File: config.mk
export PLATFORM = sky130hd
export DESIGN_NAME = rocc_accum_responder_flat
export DESIGN_NICKNAME = d
export VERILOG_FILES = /design/src/rtl/rocc_accum_responder_if.sv /design/src/rtl/rocc_accum_responder.sv /design/src/flat_wrapper.sv
export SDC_FILE = /design/constraint.sdc
export NUM_CORES = 2
export LEC_CHECK = 0
export ABC_CLOCK_PERIOD_IN_PS = 7450
export BUFFER_PORTS_ARGS = -buffer_cell sky130_fd_sc_hd__buf_2
export CAP_MARGIN = 20
export CORE_MARGIN = 2
export CORE_UTILIZATION = 60
export CTS_BUF_LIST = sky130_fd_sc_hd__clkbuf_4
export DETAILED_ROUTE_END_ITERATION = 12
export PLACE_DENSITY = 0.79
export SLEW_MARGIN = 20
export SYNTH_ARGS = -nofsm -noshare
export SYNTH_HDL_FRONTEND = slang
export SYNTH_SLANG_ARGS = --single-unit
File: constraint.sdc
create_clock -name clk_i -period 7.45 [get_ports clk_i]
set_input_delay 0.3725 -clock clk_i [delete_from_list [all_inputs] [get_ports clk_i]]
set_output_delay 0.3725 -clock clk_i [all_outputs]
set_load 0.005 [all_outputs]
File: src/rtl/rocc_accum_responder_if.sv
// RoCC command/response channel between the core (master) and the accumulator
// responder (slave).
interface rocc_accum_responder_if #(
    parameter int XLEN = 64
);
    logic            cmd_valid;
    logic            cmd_ready;
    logic [6:0]      cmd_funct;
    logic [XLEN-1:0] cmd_rs1;
    logic [XLEN-1:0] cmd_rs2;
    logic [4:0]      cmd_rd;
    logic            cmd_xd;
    logic            resp_valid;
    logic            resp_ready;
    logic [4:0]      resp_rd;
    logic [XLEN-1:0] resp_data;

    modport master (
        output cmd_valid, cmd_funct, cmd_rs1, cmd_rs2, cmd_rd, cmd_xd, resp_ready,
        input  cmd_ready, resp_valid, resp_rd, resp_data
    );

    modport slave (
        input  cmd_valid, cmd_funct, cmd_rs1, cmd_rs2, cmd_rd, cmd_xd, resp_ready,
        output cmd_ready, resp_valid, resp_rd, resp_data
    );
endinterface

File: src/rtl/rocc_accum_responder.sv
// RoCC accelerator holding NumAcc accumulators; supports write/read/add/clear in
// one cycle and a fixed-latency shift-add multiply-accumulate.
module rocc_accum_responder #(
    parameter int XLEN   = 64,
    parameter int NumAcc = 4
) (
    input  logic                   clk_i,
    input  logic                   rst_i,
    rocc_accum_responder_if.slave  rocc,
    output logic                   busy_o,
    output logic                   illegal_o
);
    localparam int IdxW = $clog2(NumAcc);
    localparam int CntW = $clog2(XLEN + 1);

    localparam logic [2:0] OpWrite = 3'd0;
    localparam logic [2:0] OpRead  = 3'd1;
    localparam logic [2:0] OpAdd   = 3'd2;
    localparam logic [2:0] OpMac   = 3'd3;
    localparam logic [2:0] OpClear = 3'd4;

    typedef enum logic [1:0] {IDLE, EXEC, RESP} state_t;

    state_t          state;
    logic [XLEN-1:0] acc [NumAcc];
    logic [2:0]      op_q;
    logic [IdxW-1:0] idx_q;
    logic [4:0]      rd_q;
    logic            xd_q;
    logic [XLEN-1:0] mcand_q;   // rs1 for every op; shifted multiplicand for MAC
    logic [XLEN-1:0] mplier_q;
    logic [XLEN-1:0] product_q;
    logic [CntW-1:0] cnt_q;

    logic [XLEN-1:0] cur_val;
    logic [XLEN-1:0] new_val;
    logic [XLEN-1:0] result;
    logic            acc_we;
    logic            clear_all;
    logic            mac_stepping;

    assign rocc.cmd_ready = (state == IDLE);
    assign busy_o         = (state != IDLE);
    assign cur_val        = acc[idx_q];
    assign mac_stepping   = (op_q == OpMac) && (cnt_q != CntW'(XLEN));

    // NOTE: every output of this block gets a default first, so no path can infer a latch.
    always_comb begin
        new_val   = '0;
        result    = '0;
        acc_we    = 1'b0;
        clear_all = 1'b0;
        case (op_q)
            OpWrite: begin
                new_val = mcand_q;
                acc_we  = 1'b1;
                result  = cur_val;
            end
            OpRead: result = cur_val;
            OpAdd: begin
                new_val = cur_val + mcand_q;
                acc_we  = 1'b1;
                result  = new_val;
            end
            OpMac: begin
                new_val = cur_val + product_q;
                acc_we  = 1'b1;
                result  = new_val;
            end
            OpClear: clear_all = 1'b1;
            default: result = '0;
        endcase
    end

    // NOTE: sequential state uses non-blocking assignments only, so every register
    // samples pre-edge values regardless of statement order.
    always_ff @(posedge clk_i) begin
        if (rst_i) begin
            state           <= IDLE;
            op_q            <= '0;
            idx_q           <= '0;
            rd_q            <= '0;
            xd_q            <= 1'b0;
            mcand_q         <= '0;
            mplier_q        <= '0;
            product_q       <= '0;
            cnt_q           <= '0;
            illegal_o       <= 1'b0;
            rocc.resp_valid <= 1'b0;
            rocc.resp_data  <= '0;
            rocc.resp_rd    <= '0;
            // NOTE: the accumulators are architecturally visible, so unlike a plain
            // storage array they must be cleared by reset.
            for (int i = 0; i < NumAcc; i++) acc[i] <= '0;
        end else begin
            illegal_o <= 1'b0;
            case (state)
                IDLE: begin
                    if (rocc.cmd_valid) begin
                        op_q      <= rocc.cmd_funct[2:0];
                        idx_q     <= rocc.cmd_funct[5 +: IdxW];
                        rd_q      <= rocc.cmd_rd;
                        xd_q      <= rocc.cmd_xd;
                        mcand_q   <= rocc.cmd_rs1;
                        mplier_q  <= rocc.cmd_rs2;
                        product_q <= '0;
                        cnt_q     <= '0;
                        illegal_o <= (rocc.cmd_funct[2:0] > OpClear);
                        state     <= EXEC;
                    end
                end
                EXEC: begin
                    if (mac_stepping) begin
                        // One multiplier bit per cycle; latency is fixed at XLEN steps.
                        if (mplier_q[0]) product_q <= product_q + mcand_q;
                        mcand_q  <= mcand_q << 1;
                        mplier_q <= mplier_q >> 1;
                        cnt_q    <= cnt_q + CntW'(1);
                    end else begin
                        if (clear_all) begin
                            for (int i = 0; i < NumAcc; i++) acc[i] <= '0;
                        end else if (acc_we) begin
                            acc[idx_q] <= new_val;
                        end
                        if (xd_q) begin
                            rocc.resp_valid <= 1'b1;
                            rocc.resp_data  <= result;
                            rocc.resp_rd    <= rd_q;
                            state           <= RESP;
                        end else begin
                            state <= IDLE;
                        end
                    end
                end
                RESP: begin
                    if (rocc.resp_ready) begin
                        rocc.resp_valid <= 1'b0;
                        rocc.resp_data  <= '0;
                        rocc.resp_rd    <= '0;
                        state           <= IDLE;
                    end
                end
                default: state <= IDLE;
            endcase
        end
    end
endmodule

File: src/flat_wrapper.sv
// flat-port wrapper written by rule: the top's interface ports become plain ports
module rocc_accum_responder_flat 
#(
    parameter int XLEN   = 64,
    parameter int NumAcc = 4
)
  (clk_i, rst_i, busy_o, illegal_o, rocc_cmd_valid, rocc_cmd_funct, rocc_cmd_rs1, rocc_cmd_rs2, rocc_cmd_rd, rocc_cmd_xd, rocc_resp_ready, rocc_cmd_ready, rocc_resp_valid, rocc_resp_rd, rocc_resp_data);
  rocc_accum_responder_if #(.XLEN(XLEN)) rocc_i ();
  input  logic clk_i;
  input  logic rst_i;
  output logic busy_o;
  output logic illegal_o;
  input wire logic [$bits(rocc_i.cmd_valid)-1:0] rocc_cmd_valid;
  input wire logic [$bits(rocc_i.cmd_funct)-1:0] rocc_cmd_funct;
  input wire logic [$bits(rocc_i.cmd_rs1)-1:0] rocc_cmd_rs1;
  input wire logic [$bits(rocc_i.cmd_rs2)-1:0] rocc_cmd_rs2;
  input wire logic [$bits(rocc_i.cmd_rd)-1:0] rocc_cmd_rd;
  input wire logic [$bits(rocc_i.cmd_xd)-1:0] rocc_cmd_xd;
  input wire logic [$bits(rocc_i.resp_ready)-1:0] rocc_resp_ready;
  output wire logic [$bits(rocc_i.cmd_ready)-1:0] rocc_cmd_ready;
  output wire logic [$bits(rocc_i.resp_valid)-1:0] rocc_resp_valid;
  output wire logic [$bits(rocc_i.resp_rd)-1:0] rocc_resp_rd;
  output wire logic [$bits(rocc_i.resp_data)-1:0] rocc_resp_data;
  assign rocc_i.cmd_valid = rocc_cmd_valid;
  assign rocc_i.cmd_funct = rocc_cmd_funct;
  assign rocc_i.cmd_rs1 = rocc_cmd_rs1;
  assign rocc_i.cmd_rs2 = rocc_cmd_rs2;
  assign rocc_i.cmd_rd = rocc_cmd_rd;
  assign rocc_i.cmd_xd = rocc_cmd_xd;
  assign rocc_i.resp_ready = rocc_resp_ready;
  assign rocc_cmd_ready = rocc_i.cmd_ready;
  assign rocc_resp_valid = rocc_i.resp_valid;
  assign rocc_resp_rd = rocc_i.resp_rd;
  assign rocc_resp_data = rocc_i.resp_data;
  rocc_accum_responder #(.XLEN(XLEN), .NumAcc(NumAcc)) u_core (.clk_i(clk_i), .rst_i(rst_i), .rocc(rocc_i), .busy_o(busy_o), .illegal_o(illegal_o));
endmodule
Word-level counts from Yosys, hierarchy flattened. Memories as Yosys holds them, arrays and structs flattened. A register that Yosys moved wholly into a read port is not among the register bits. Cells that the tools add are included.

Output and inout port bits: 73. Bits in latches: 0. Bits in writable memories: 256. Word-level logic and storage cells: 109. Bits of input ports: 145. Memory bits (read-only): 0. Memories kept: 1. Bits in registers: 283.

Eq/ne operators: 13. $mul: 0. Add/subtract/negate cells: 4. Div/mod/pow operators: 0. Reductions and logical operators: 15. $lt $le $gt $ge: 1. Multiplexer cells: 56. Shift-type cells: 0. Bitwise gates (word level): 6.

Memories: u_core.acc (words 4, bits a word 64, read ports 1, clocked after Yosys merged registers in 1, wr ports 4, RTL line rocc_accum_responder.sv:25) `logic [XLEN-1:0] acc [NumAcc];`.

Operators with widths (count): $mux W64 (15); $pmux W64 S2 (4); $pmux W64 S3 (2); $add A64 B64 Y64 (3); $reduce_or A64 Y1 (1); $mux W1 (19); $mux W5 (3); $mux W2 (7); $mux W7 (2); $pmux W7 S2 (1); $pmux W5 S2 (1); $reduce_and A4 Y1 (2); $add A7 B1 Y7 const B (1); $ne A7 B7 Y1 const B (1); $eq A3 B2 Y1 const B (2); $ne A2 B1 Y1 const B (3); $ne A2 B2 Y1 const B (3); $pmux W2 S3 (1); $reduce_and A3 Y1 (2); $reduce_bool A2 Y1 (3); $reduce_or A3 Y1 (2); $or A1 B1 Y1 (4); $eq A3 B1 Y1 const B (1); $eq A3 B3 Y1 const B (1); 10 further kinds (11).

Depth between registers and ports, before layout.
Word-level depth: 11. Gate-level depth with buffers: 17. Gate-level depth less buffers: 14.

Least setup slack after synthesis. OpenSTA, ideal clock, no wires.

Path type: register -> register. Start point: reg (tool-made name). End point: mem u_core.acc[0][62] (data pin). Period minus slack after synthesis: 4.695 ns. Path buffers: 4. Library setup time: 0.272 ns. Required time: 7.178 ns. Cell stages (with the launch flop): 17. Setup slack: 2.755 ns. Arrival: 4.422 ns. Cell sequence: dfxtp_1 buf_2 buf_2 buf_1 mux4_2 ha_1 buf_2 nand4_1 or3_1 or3_1 o31a_1 o211ai_2 o211a_1 a31oi_1 mux2i_1 nor3_1 a21oi_1.

RTL lines (RTL line): to (decl) (rocc_accum_responder.sv:25).

==> out/results.tsv <==
metric	value	unit
status	complete, no violations	
Req. time, crit path	8.16	ns
H-tree depth	4	
worst skew pair latency	1.04	ns
startpoint types	register	
core area	56700	um^2
ys async rst share	0	%
Synthesis Warnings	0	
post-synth net total	4345	
Max Fanout on Critical Path	36	
root buffer cell	clkbuf_4	
cell area after placement	35900	um^2
Hold Crit Class	input port to register	
clk buf depth	3	
Final setup viols	0	
Synth Register Bits	541	
num rows	87	
Synth Flop Type	dfxtp_1	
postcts setup bufs	0	
max-slew violations	0	
TritonRoute pass-1 iters	10	
Critical Path AT	6.17	ns
maximum vdd drop	0.000152	V
max incr delay on CP	0.77	ns
global route overflow	0	
Mapped Cells	4006	
RSZ-0062 raised after global routing	false	
setup TNS	0	ns
number of instances in the placed design	4730	
reg2reg setup slack	1.98	ns
final net count	4600	
vias in the first global route	32000	
Synth area leaders	edfxtp_1 22%, dfxtp_1 17%, ha_1 6.9%	
syn avg cell area	8.63	um^2
top cell type's share of synthesized area	22.2	%
register area share after synthesis	38.8	%
WHS	0.0467	ns
gr usage total	38.2	%
slew margin rel.	22.9	%
fin crit period	5.47	ns
Setup CP Type	register to register	
total die area	59500	um^2
Initial DRC Count	3826	
Vias/cell	6.55	
initial antenna violation count	4	
final period utilization	73.4	%
Syn Std Cell Area	34600	um^2
actual slew at the worst max-slew pin	1.16	ns
Die W	244	um
via count	33700	
largest net degree at the start of global routing	187	
most frequent CP cell	a211oi_1	
leading area contributor after synthesis	edfxtp_1	
Leak	0.0155	uW
Boundary Pins	218	
routability-driven placement congestion ratio	1.01	
Area Overhead vs Synth	13.7	%
distinct cell type count of the synthesized netlist	87	
layout cell share with drive strength beyond 1	14.0	%
Max-cap violations	0	
Worst path slowest cell	dfxtp_4	
Final Cell Area	39300	um^2
Max Clock Skew	0.0493	ns
per-cell routed wire length	22.6	um
Initial Util	60.9	%
clk sinks	541	
cell area power density	195	nW/um^2
non-filler cells, final	5144	
fmax	0.183	GHz
final wirelength	116	mm
# DRC	0	
crit end category	register	
post-route ant nets	0	
I/O Buffers	215	
height of the die	244	um
Hold Fails Final Rpt	0	
DP HPWL	78.6	mm
clock slew seen by the registers of the worst setup and hold paths	0.08	ns
CTS tree	done	
first-pass GRT wire length	178	mm
number of enable flip-flop cells after synthesis	256	
critical path cell sequence	buf_12 > mux4_2 > ha_1 > a211oi_1 > o21ai_1 > or4b_1 > o211ai_1 > a211oi_1 > o31ai_1 > xor2_1 > a22oi_1 > a21boi_1 > nor2_1	
CTS buffer count	145	
==> cell families after synthesis <==
family,count (synthesis),synth area share [%]
DFF,541,38.8
adders and majority gates,194,7.09
and+or+nand+nor,1483,18.5
AOI/OAI and AO/OA,1218,23.3
muxes,75,4.49
xor gates and xnor gates,165,4.18
buffers and inverters,330,3.65
==> cell usage in the layout, fill, tap and decap left out, types with 51 or more instances in the layout <==
master	netlist	final
nand3_1	84	83
dfxtp_1	285	283
xor2_1	61	61
o21ai_0	172	172
nor2_1	528	524
buf_2	17	214
clkbuf_4	0	216
mux4_2	64	64
nand4_1	71	71
inv_1	53	53
ha_1	191	191
a21o_1	99	99
dlygate4sd3_1	0	140
edfxtp_1	256	256
a311oi_1	131	131
a21oi_1	421	420
xnor2_1	104	104
nor3_1	52	51
nand2_1	589	582
==> layer usage <==
metal / up-vias / share of wire [%] / track usage, %
met3: 347 / 11 / 8.83
met4: 2 / 4.7 / 18.5
met5: - / 0.010 / 0
met1: 15900 / 40 / 50.0
li1: 15500 / - / -
met2: 2037 / 45 / 60.0
==> worst max-delay path: cells and delay by family (launching register included) <==
kind                     cells  cell delay [ns]
flip-flops                   1             0.77
AO/OA/AOI/OAI                7             2.16
XOR/XNOR                     1             0.12
buffers and inverters        1             0.41
adder cells (fa/ha/maj)      1             0.33
multiplexers                 1             0.63
AND/OR/NAND/NOR              2             0.74
==> registers in the layout, summed over array words and instances (netlist names), 2 cells and up, named ones only <==
name                   cells
u_core.rocc.resp_data     64
u_core.rd_q                5
u_core.mplier_q           64
u_core.rocc.resp_rd        5
u_core.mcand_q            64
u_core.op_q                3
u_core.cnt_q               7
u_core.acc               256
u_core.state               2
u_core.product_q          64
u_core.idx_q               2
==> report_power, final <==
part           internal [uW]  switching (uW)
Sequential              3240             125
Combinational            525             942
Clock                   1490            1340
==> per-stage QoR <==
step / util [%] / setup slack, ns / power [uW]
3_5_place_dp: 63.3 / 2.09 / 4780
5_1_grt: 69.3 / 1.69 / 7970
6_report: 69.3 / 1.98 / 7660
4_1_cts: 69.2 / 2.09 / 7620
2_1_floorplan: - / 2.76 / 4360
3_3_place_gp: 63.3 / 2.15 / 4760
==> cells in the mapped netlist (all sizes together) (9+ instances only) <==
cell type and number:
nand2 589, mux4 64, o211ai 21, a221oi 20, nor4 9, xor2 61
nand3 84, mux2i 11, and4 13, nand4 71, and3 21, a21oi 423
o21ai 201, dfxtp 285, o21bai 31, a21o 99, o31ai 19, nor3 55
a21boi 24, inv 53, a311oi 131, nand2b 28, a211oi 45, xnor2 104
o21a 23, nor2b 16, nor2 528, ha 191, buf 43, a22oi 36
a222oi 15, a2111oi 10, edfxtp 256, o22ai 14, a31oi 30, clkbuf 234
or3 22, and2 20
==> timing repair <==
item,4_1_cts,5_1_grt
hold endpoints to repair,149,0
hold buffers,140,0
resized for setup,0,0
==> final timing paths <==
path | startpoint | endpoint | depth (start not counted)
worst min-delay path | rst_i | u_core.op_q[0] | 2
worst max-delay path | register | u_core.acc[1][35] | 13
worst min register to register | u_core.rocc.resp_data[47] | u_core.rocc.resp_data[47] | 2
worst max register to register | register | u_core.acc[1][35] | 13
==> cell type report <==
type | instances | area (um^2)
diodes | 6 | 15.0
clock buffers | 216 | 1620
clock inverters | 52 | 357
fillers | 4470 | 17400
inverters | 53 | 199
multi-input cells | 3135 | 20000
flip-flops and latches | 541 | 13400
well taps | 756 | 946
repair buffers | 385 | 2740
Note: power is estimated with default switching activity, not from simulation.
